### src/rtl/branch_resolve_unit_pkg.sv
// Shared types and helpers for the branch resolve unit.
//   branch_funct3_e : RISC-V conditional-branch funct3 encodings
//   bht_cnt_t       : 2-bit saturating direction counter
//   BHT_RESET       : counter value after reset (weakly not-taken)
//   f3_legal()      : true for the six defined branch conditions
//   bht_next()      : saturating counter update
package branch_resolve_unit_pkg;

    typedef enum logic [2:0] {
        F3_BEQ  = 3'd0,
        F3_BNE  = 3'd1,
        F3_BLT  = 3'd4,
        F3_BGE  = 3'd5,
        F3_BLTU = 3'd6,
        F3_BGEU = 3'd7
    } branch_funct3_e;

    typedef logic [1:0] bht_cnt_t;

    localparam bht_cnt_t BHT_RESET = 2'b01;

    function automatic logic f3_legal(input logic [2:0] f3);
        case (f3)
            F3_BEQ, F3_BNE, F3_BLT, F3_BGE, F3_BLTU, F3_BGEU: return 1'b1;
            default:                                          return 1'b0;
        endcase
    endfunction

    function automatic bht_cnt_t bht_next(input bht_cnt_t cnt, input logic taken);
        if (taken) begin
            return (cnt == 2'd3) ? 2'd3 : cnt + 2'd1;
        end else begin
            return (cnt == 2'd0) ? 2'd0 : cnt - 2'd1;
        end
    endfunction

endpackage

### src/rtl/branch_resolve_unit_cond.sv
// Combinational branch-condition evaluator.
//   funct3   : branch condition encoding
//   op1, op2 : rs1 / rs2 operand values
//   cond     : 1 when the condition holds; reserved encodings give 0
module branch_cond
    import branch_resolve_unit_pkg::*;
#(
    parameter int XLEN = 32
) (
    input  logic [2:0]      funct3,
    input  logic [XLEN-1:0] op1,
    input  logic [XLEN-1:0] op2,
    output logic            cond
);

    // Evaluate the selected comparison
    always_comb begin
        cond = 1'b0;
        case (funct3)
            F3_BEQ:  cond = (op1 == op2);
            F3_BNE:  cond = (op1 != op2);
            F3_BLT:  cond = ($signed(op1) <  $signed(op2));
            F3_BGE:  cond = ($signed(op1) >= $signed(op2));
            F3_BLTU: cond = (op1 <  op2);
            F3_BGEU: cond = (op1 >= op2);
            default: cond = 1'b0;
        endcase
    end

endmodule

### src/rtl/branch_resolve_unit.sv
// Branch resolution and bimodal direction prediction.
//   if_pc / if_pred_taken      : fetch-side combinational prediction lookup
//   ex_*                       : EX-stage branch/jump being resolved
//   redirect_valid/redirect_pc : registered one-cycle mispredict redirect
//   branch_count               : saturating count of accepted resolves
//   mispredict_count           : saturating count of redirects issued
module branch_resolve_unit
    import branch_resolve_unit_pkg::*;
#(
    parameter int XLEN        = 32,
    parameter int BHT_ENTRIES = 64,
    parameter int CNT_W       = 32
) (
    input  logic             clk,
    input  logic             rst_n,
    input  logic [XLEN-1:0]  if_pc,
    output logic             if_pred_taken,
    input  logic             ex_valid,
    input  logic             ex_is_jump,
    input  logic             ex_is_branch,
    input  logic [2:0]       ex_funct3,
    input  logic [XLEN-1:0]  ex_op1,
    input  logic [XLEN-1:0]  ex_op2,
    input  logic [XLEN-1:0]  ex_pc,
    input  logic [XLEN-1:0]  ex_target,
    input  logic             ex_pred_taken,
    input  logic [XLEN-1:0]  ex_pred_target,
    output logic             redirect_valid,
    output logic [XLEN-1:0]  redirect_pc,
    output logic [CNT_W-1:0] branch_count,
    output logic [CNT_W-1:0] mispredict_count
);

    localparam int IDX_W = $clog2(BHT_ENTRIES);

    bht_cnt_t         bht_r [BHT_ENTRIES];
    logic             redirect_valid_r;
    logic [XLEN-1:0]  redirect_pc_r;
    logic [CNT_W-1:0] branch_count_r;
    logic [CNT_W-1:0] mispredict_count_r;

    logic [IDX_W-1:0] if_idx_s;
    logic [IDX_W-1:0] ex_idx_s;
    logic             cond_s;
    logic             accept_s;
    logic             taken_s;
    logic             mispredict_s;
    logic             table_upd_s;
    logic [XLEN-1:0]  next_pc_s;
    logic             unused_pc_bits_s;

    assign if_idx_s = if_pc[IDX_W+1:2];
    assign ex_idx_s = ex_pc[IDX_W+1:2];
    assign unused_pc_bits_s = ^{if_pc[XLEN-1:IDX_W+2], if_pc[1:0]};

    // No bypass: a same-cycle update to this index is seen next cycle
    assign if_pred_taken = bht_r[if_idx_s][1];

    branch_cond #(.XLEN(XLEN)) u_cond (
        .funct3 (ex_funct3),
        .op1    (ex_op1),
        .op2    (ex_op2),
        .cond   (cond_s)
    );

    // While a redirect is out, the EX instruction is wrong-path and ignored
    assign accept_s     = ex_valid & (ex_is_jump | ex_is_branch) & ~redirect_valid_r;
    assign taken_s      = ex_is_jump | (ex_is_branch & cond_s);
    assign mispredict_s = accept_s &
                          ((taken_s != ex_pred_taken) |
                           (taken_s & ex_pred_taken & (ex_pred_target != ex_target)));
    assign table_upd_s  = accept_s & ~ex_is_jump & ex_is_branch & f3_legal(ex_funct3);
    assign next_pc_s    = taken_s ? ex_target : ex_pc + {{(XLEN-3){1'b0}}, 3'd4};

    // Direction counter table, held in flops for asynchronous reset
    always_ff @(posedge clk or negedge rst_n) begin
        if (!rst_n) begin
            for (int i = 0; i < BHT_ENTRIES; i++) begin
                bht_r[i] <= BHT_RESET;
            end
        end else if (table_upd_s) begin
            bht_r[ex_idx_s] <= bht_next(bht_r[ex_idx_s], taken_s);
        end else begin
            bht_r[ex_idx_s] <= bht_r[ex_idx_s];
        end
    end

    // One-cycle redirect pulse; the target holds between pulses
    always_ff @(posedge clk or negedge rst_n) begin
        if (!rst_n) begin
            redirect_valid_r <= 1'b0;
            redirect_pc_r    <= {XLEN{1'b0}};
        end else if (mispredict_s) begin
            redirect_valid_r <= 1'b1;
            redirect_pc_r    <= next_pc_s;
        end else begin
            redirect_valid_r <= 1'b0;
            redirect_pc_r    <= redirect_pc_r;
        end
    end

    // Saturating performance counters
    always_ff @(posedge clk or negedge rst_n) begin
        if (!rst_n) begin
            branch_count_r     <= {CNT_W{1'b0}};
            mispredict_count_r <= {CNT_W{1'b0}};
        end else begin
            if (accept_s && (branch_count_r != {CNT_W{1'b1}})) begin
                branch_count_r <= branch_count_r + {{(CNT_W-1){1'b0}}, 1'b1};
            end else begin
                branch_count_r <= branch_count_r;
            end
            if (mispredict_s && (mispredict_count_r != {CNT_W{1'b1}})) begin
                mispredict_count_r <= mispredict_count_r + {{(CNT_W-1){1'b0}}, 1'b1};
            end else begin
                mispredict_count_r <= mispredict_count_r;
            end
        end
    end

    assign redirect_valid   = redirect_valid_r;
    assign redirect_pc      = redirect_pc_r;
    assign branch_count     = branch_count_r;
    assign mispredict_count = mispredict_count_r;

endmodule

### config.mk
export PLATFORM = sky130hd
export DESIGN_NAME = branch_resolve_unit
export DESIGN_NICKNAME = d
export VERILOG_FILES = /design/src/rtl/branch_resolve_unit_pkg.sv /design/src/rtl/branch_resolve_unit_cond.sv /design/src/rtl/branch_resolve_unit.sv
export SDC_FILE = /design/constraint.sdc
export NUM_CORES = 1
export LEC_CHECK = 0
export BUFFER_PORTS_ARGS = -buffer_cell sky130_fd_sc_hd__buf_2
export CAP_MARGIN = 20
export CORE_MARGIN = 4
export CORE_UTILIZATION = 50
export CTS_CLUSTER_DIAMETER = 100
export DETAILED_ROUTE_END_ITERATION = 16
export GPL_TIMING_DRIVEN = 0
export PLACE_DENSITY = 0.78
export REMOVE_ABC_BUFFERS = 1
export SLEW_MARGIN = 0
export SYNTH_ARGS = -nofsm -noshare
export SYNTH_HDL_FRONTEND = slang
export SYNTH_HIERARCHICAL = 1
export SYNTH_SLANG_ARGS = --single-unit
### constraint.sdc
create_clock -name clk -period 2.43 [get_ports clk]
set_input_delay 0 -clock clk [delete_from_list [all_inputs] [get_ports clk]]
set_output_delay 0 -clock clk [all_outputs]
set_load 0.005 [all_outputs]
# [After elaboration in Yosys (flattened, before gate mapping)]
# Index checks and enable logic that the tools add are counted.
[word_totals] regBits=225 input_bits=201 output_inout_bits=98 word_cells=133
[classes] add_sub_neg=5 order_cmp=7 n_eq_ne=12 mux=19 bitwise=16 n_reduce_logical=6
[ops] operator="$bwmux 128" count=2
[ops] operator="$mux 128" count=1
[ops] operator="$add 32x1->32 const B" count=2
[ops] operator="$ge 32x32->1" count=2
[ops] operator="$lt 32x32->1" count=2
[ops] operator="$ne 32x32->1" count=2
[ops] operator="$ne 32x32->1 const B" count=2
[ops] operator="$add 32x3->32 const B" count=1
[ops] operator="$eq 32x32->1" count=1
[ops] operator="$mux 32" count=1
[ops] operator="$bmux 2 s6" count=2
[ops] operator="$mux 2" count=9
[ops] operator="$ge 7x7->1 const B" count=2
[ops] operator="$not 6->7" count=2
[ops] operator="$demux 2 s6" count=1
[ops] operator="$eq 3x3->1 const B" count=4
[ops] operator="$and 1x1->1" count=9
[ops] operator="$lt 7x1->1 const B" count=1
[ops] operator="$pmux 1 s6" count=1
[ops] operator="$reduce_or 6->1" count=1
[ops] operator="$eq 3x1->1 const B" count=1
[ops] operator="$logic_and 1x1->1" count=3
[ops] operator="$logic_not 3->1" count=1
[ops] operator="$or 1x1->1" count=3
[ops] operator="other kinds (7)" count=9

# [Logic depth before layout (Yosys ltp)]
[logic_depth] word_depth=10 ltp_mapped=18 depth_no_buf=16

# [Cells and area by module]
# The synthesis kept the hierarchy.
[modules_own_cells] module="branch_resolve_unit" n_inst=1 cells_per_inst=1218 area_each_um2=11918.9 seq_area_each_um2=5710.5
[modules_own_cells] module="branch_cond" n_inst=1 cells_per_inst=128 area_each_um2=923.4 seq_area_each_um2=0.0

# [Least setup slack after synthesis]
# OpenSTA, ideal clock, no wires.
[synth_timing] kind="input to register" start="in ex_op2[14]" end="reg redirect_pc_r[22] (netlist: redirect_pc[22])" setup_time_ns=0.095 arrival_ns=3.295 required_ns=2.335 path_slack_ns=-0.960 path_stages=18 path_cell_list="inv_1 ha_1 nand4_1 nor4_1 a211oi_1 a311oi_1 a211o_2 nor3_2 a21oi_1 inv_1 clkbuf_1 ha_1 a21boi_0 o21ai_1 clkbuf_1 clkbuf_1 nand2_1 o31ai_1"
[synth_between] elab_chain_len=8 elab_cells_between_ends=15 cone_classes="order compare: 4; eq/ne: 3; mux: 2; bitwise: 6"
[synth_lines] item="start: declaration" line_no="branch_resolve_unit.sv:23" source="input logic [XLEN-1:0] ex_op2,"
[synth_lines] item="$ge 32x32->1 (tied with other cells)" line_no="branch_resolve_unit_cond.sv:25" source="F3_BGEU: cond = (op1 >= op2);"
[synth_lines] item="$pmux 1 s6 (*)" line_no="branch_resolve_unit_cond.sv:19" source="case (funct3)"
[synth_lines] item="net cond_s" line_no="branch_resolve_unit.sv:44" source="logic cond_s;"
[synth_lines] item="$and 1x1->1 (*)" line_no="branch_resolve_unit.sv:68" source="assign taken_s = ex_is_jump | (ex_is_branch & cond_s);"
[synth_lines] item="$or 1x1->1 (*)" line_no="branch_resolve_unit.sv:68"
[synth_lines] item="$and 1x1->1 (2 in a row)" line_no="branch_resolve_unit.sv:71" source="(taken_s & ex_pred_taken & (ex_pred_target != ex_target)));"
[synth_lines] item="$or 1x1->1" line_no="branch_resolve_unit.sv:70" source="((taken_s != ex_pred_taken) |"
[synth_lines] item="$and 1x1->1" line_no="branch_resolve_unit.sv:69" source="assign mispredict_s = accept_s &"
[synth_lines] item="end signal: assignment" line_no="branch_resolve_unit.sv:92" source="redirect_pc_r <= {XLEN{1'b0}};"
[synth_lines] item="end signal: assignment" line_no="branch_resolve_unit.sv:95" source="redirect_pc_r <= next_pc_s;"
[synth_lines] item="end signal: assignment" line_no="branch_resolve_unit.sv:98" source="redirect_pc_r <= redirect_pc_r;"
[synth_lines] item="end: declaration" line_no="branch_resolve_unit.sv:38" source="logic [XLEN-1:0] redirect_pc_r;"
# Mark *: on every way through the listed nets, which the timed path passes. The rest lies on a longest branch.
# A chain may end at the register's enable or synchronous reset.

# [Final worst setup path]
[layout_timing] start="in ex_op2[4]" end="reg mispredict_count_r[18] (netlist: mispredict_count[18])"
[layout_between] elab_chain_len=9 elab_cells_between_ends=15 cone_classes="order compare: 4; eq/ne: 3; mux: 1; bitwise: 6; reduce/logical: 1"
[layout_lines] item="$ge 32x32->1 (tied with other cells)" line_no="branch_resolve_unit_cond.sv:25"
[layout_lines] item="$pmux 1 s6 (*)" line_no="branch_resolve_unit_cond.sv:19"
[layout_lines] item="net cond_s" line_no="branch_resolve_unit.sv:44"
[layout_lines] item="$and 1x1->1 (*)" line_no="branch_resolve_unit.sv:68"
[layout_lines] item="$or 1x1->1 (*)" line_no="branch_resolve_unit.sv:68"
[layout_lines] item="$and 1x1->1 (2 in a row)" line_no="branch_resolve_unit.sv:71"
[layout_lines] item="$or 1x1->1 (*)" line_no="branch_resolve_unit.sv:70"
[layout_lines] item="$and 1x1->1 (*)" line_no="branch_resolve_unit.sv:69"
[layout_lines] item="$logic_and 1x1->1 (*)" line_no="branch_resolve_unit.sv:113" source="if (mispredict_s && (mispredict_count_r != {CNT_W{1'b1}})) begin"
[layout_lines] item="end signal: assignment" line_no="branch_resolve_unit.sv:106" source="mispredict_count_r <= {CNT_W{1'b0}};"
[layout_lines] item="end signal: assignment" line_no="branch_resolve_unit.sv:114" source="mispredict_count_r <= mispredict_count_r + {{(CNT_W-1){1'b0}}, 1'b1};"
[layout_lines] item="end signal: assignment" line_no="branch_resolve_unit.sv:116" source="mispredict_count_r <= mispredict_count_r;"
[layout_lines] item="end: declaration" line_no="branch_resolve_unit.sv:40" source="logic [CNT_W-1:0] mispredict_count_r;"
# Marks and branches as above.

==> impl_metrics.yaml <==
synthesis:
  syn_area_per_cell_um2: 9.54
  yosys.area_share.simple_pct: 18.5
  synth_top_family_by_area: "simple AND/OR/NAND/NOR gates"
  ys_types: 72
  ys_seq_area_share_pct: 44.5
  synth-async-reset-ratio_pct: 100
  yosys-top-cells-area: "dfrtp_1 31%, dfstp_2 13%, nand2_1 7.9%"
  synthCells: 1346
  synthFlopType: "dfrtp_1"
  yosysTopAreaCell: "dfrtp_1"
  synth_seq_cells: 225
  synth_top_area_share_pct: 31.4
  yosysWarnings: 6
  synth_edf_count: 0
  synth_compound_area_share_pct: 13.6
  synth_mux_area_share_pct: 8.05
  mappedNetlistArea_um2: 12800
  synth_xor_area_share_pct: 8.05
  yosys.area_share.adder_pct: 3.51
power_and_ir_drop:
  combPwrFrac_pct: 30.8
  p_leak_nw: 8.47
  p_switching_w: 0.00453
  p_clk_share_pct: 31.6
  max-vdd-ir-drop_uv: 683
  p_int_w: 0.00906
  p_seq_share_pct: 37.5
  totalPowerFinal_w: 0.0136
  p_per_area_nw_per_um2: 720
  netSwitchingFraction_pct: 33.3
floorplan:
  die_y_um: 168
  die_area_um2: 28300
  die_w_um: 168
  fp-row-count: 58
  core-area_um2: 25300
  start_util_pct: 50.9
  num_io_pins: 299
global_routing:
  grt_max_degree: 116
  antenna_found_initial: 1
  overflow: 0
  track_usage_pct: 33.2
  grt_pass1_vias: 13800
  grt_pass1_wl_um: 75500
critical_path:
  crit_type: "input pin to flip-flop"
  r2r_end: "bht_r[1]"
  endpoint_kind: "flip-flop"
  cpPeakStageDelay_ns: 0.37
  crit_path_start_kind: "input pin"
  cp_slowest_cell: "o311a_1"
  critPathRequiredTime_ns: 2.85
  path_cells: "buf_2, inv_1, ha_4, nand4_1, buf_4, buf_4, a21oi_1, o311a_1, o311a_1, nor3_4, a21oi_4, buf_12, clkinvlp_4, clkbuf_16, ha_4, a21boi_4, o21ai_4, buf_6, buf_6, nor4_4, nand4_1, xnor2_1"
  r2r_start: "bht_r[59]"
  cp_max_fo: 5
  r2r_slack_ns: -0.66
  crit_arrival_ns: 3.64
  ff2ff_path_depth: 10
cells_and_area:
  stdcell_count: 2123
  layout_commonest_cell: "buf_2"
  utilization_pct: 74.7
  nFillCells: 1414
  area_delta_synth_final_pct: 47.0
  drive_gt1_share_pct: 44.9
  design_area_um2: 18900
  layout_common_cells: "258 x buf_2, 248 x nand2_1, 159 x dfrtp_1, 120 x o21ai_2, 86 x xnor2_1"
  fin_nets: 2010
cts:
  root_buffer: "clkbuf_16"
  path_clk_slew_ns: 0.07
  cts.sinks: 225
  insertion_delay_ns: 0.54
  h-tree-depth: 1
  numCtsBuffers: 25
  clk_path_buf_depth: 3
  cts_tree: "done"
sta:
  hold_viol_final: 0
  setup_viol: 221
  fin_hold_ws_ns: 0.0408
  fin_crit_ns: 3.22
  timing.final.crit_share_pct: 132
  final.setup_skew_ns: 0.0179
  setup_ws_ns: -0.789
  final-max-slew-violation-count: 0
  grt_setup_unrepaired: "yes"
  relSlewSlack_pct: 14.2
  worstMarginPinSlew_ns: 1.28
  fmax_mhz: 311
placement:
  io_buffers: 272
  placedCellCount: 1898
  placed_area_um2: 14500
  gp_congestion: 0.907
  hpwl_um: 26600
routing:
  firstDrtPassIters: 13
  drt_wl_total_um: 54500
  vias: 14000
  viasPerCell: 6.60
  final_antenna_net_count: 0
  first_iter_violations: 1806
  drc_errors: 0
  wire_per_inst_um: 25.7
outcome:
  violations: "setup timing"
  status: "finished, violations left"
worst_hold_path:
  hold_path.class: "input pin to flip-flop"
  min_path_cells: 4
  min_from: "ex_pc[15]"
  hold_end: "redirect_pc[15]"
run:
  max_cap_violations: 0
-- cells in the mapped netlist (25+ instances only) --
master	n
nand3_1	40
dfrtp_1	161
nor2_1	55
nand4_1	44
xor2_1	28
a21oi_1	42
o21ai_0	144
and3_1	30
mux4_2	25
nand2_1	269
dfstp_2	64
mux2i_1	29
ha_1	36
xnor2_1	90
inv_1	46
clkbuf_1	25
-- final cells by class --
type | instances | area (um^2) | area share (%)
Antenna cell | 1 | 2.50 | 0.0133
Clock buffer | 32 | 702 | 3.72
Clock inverter | 14 | 216 | 1.15
Inverter | 47 | 194 | 1.03
Multi-Input combinational cell | 1023 | 8100 | 42.9
Sequential cell | 225 | 5710 | 30.3
Tap cell | 330 | 413 | 2.19
Timing Repair Buffer | 451 | 3540 | 18.7
-- metal layers --
metal  vias to the layer above  GRT usage [%]  routed length [um]
met4                         0           21.7                5400
met3                       499           9.58                6600
met5                         -              0                   0
met2                      1278           53.2               25200
li1                       5669              -                   -
met1                      6565           38.9               17300
-- worst max-delay path: cells and delay by family --
family	cells	cell delay, ns
simple gates	4	0.78
xor+xnor	1	0.18
buf+inv	9	1.07
compound gates	6	1.25
fa+ha+maj	2	0.34
-- power by group through the flow --
stage	logic [W]	clock network, W	registers [W]
after floorplan	0.00131	0	0.00495
after global placement	0.00226	0	0.00501
after detailed placement	0.00242	0	0.00504
after CTS	0.00342	0.00423	0.00500
after global routing	0.00438	0.00447	0.00515
final	0.00419	0.00430	0.00510
-- cell families after synthesis --
family / Yosys count
AOI/OAI and AO/OA: 285
xor gates and xnor gates: 118
adders and majority gates: 36
buffers and inverters: 108
DFF: 225
muxes: 69
and+or+nand+nor: 505
-- worst max path at each step --
stage	slack, ns	cells past startpoint	to	from
global route	-0.92	13	bht_r[36]	bht_r[59]
CTS	-0.49	20	mispredict_count[19]	ex_op2[31]
detailed placement	-2.75	20	mispredict_count[4]	ex_op2[13]
global placement	-8.17	17	mispredict_count[3]	ex_op2[13]
floorplan	-4.74	16	mispredict_count[3]	ex_op2[14]
finish	-0.79	22	mispredict_count[18]	ex_op2[4]
-- state kept, by name, indices dropped and copies added, names as in the netlist --
name,cells
branch_count,32
redirect_pc,32
bht_r,128
redirect_valid,1
mispredict_count,32
-- what timing repair did --
| item | in CTS | in global routing |
|---|---|---|
| pin swaps | 89 | 89 |
| hold endpoints to repair | 122 | 0 |
| gates cloned | 19 | 4 |
| endpoints found under the setup margin | 225 | 225 |
| gates resized for setup | 293 | 194 |
| setup buffers | 48 | 51 |
| hold buffers | 60 | 0 |
-- per-stage QoR --
stage	setup TNS (ns)	setup slack (ns)
finish	-116.04	-0.789
global route	-157.75	-0.917
CTS	-68.47	-0.487
detailed placement	-364.79	-2.75
global placement	-1348.35	-8.17
floorplan	-437.92	-4.74
(Power assumes the default switching activity.)
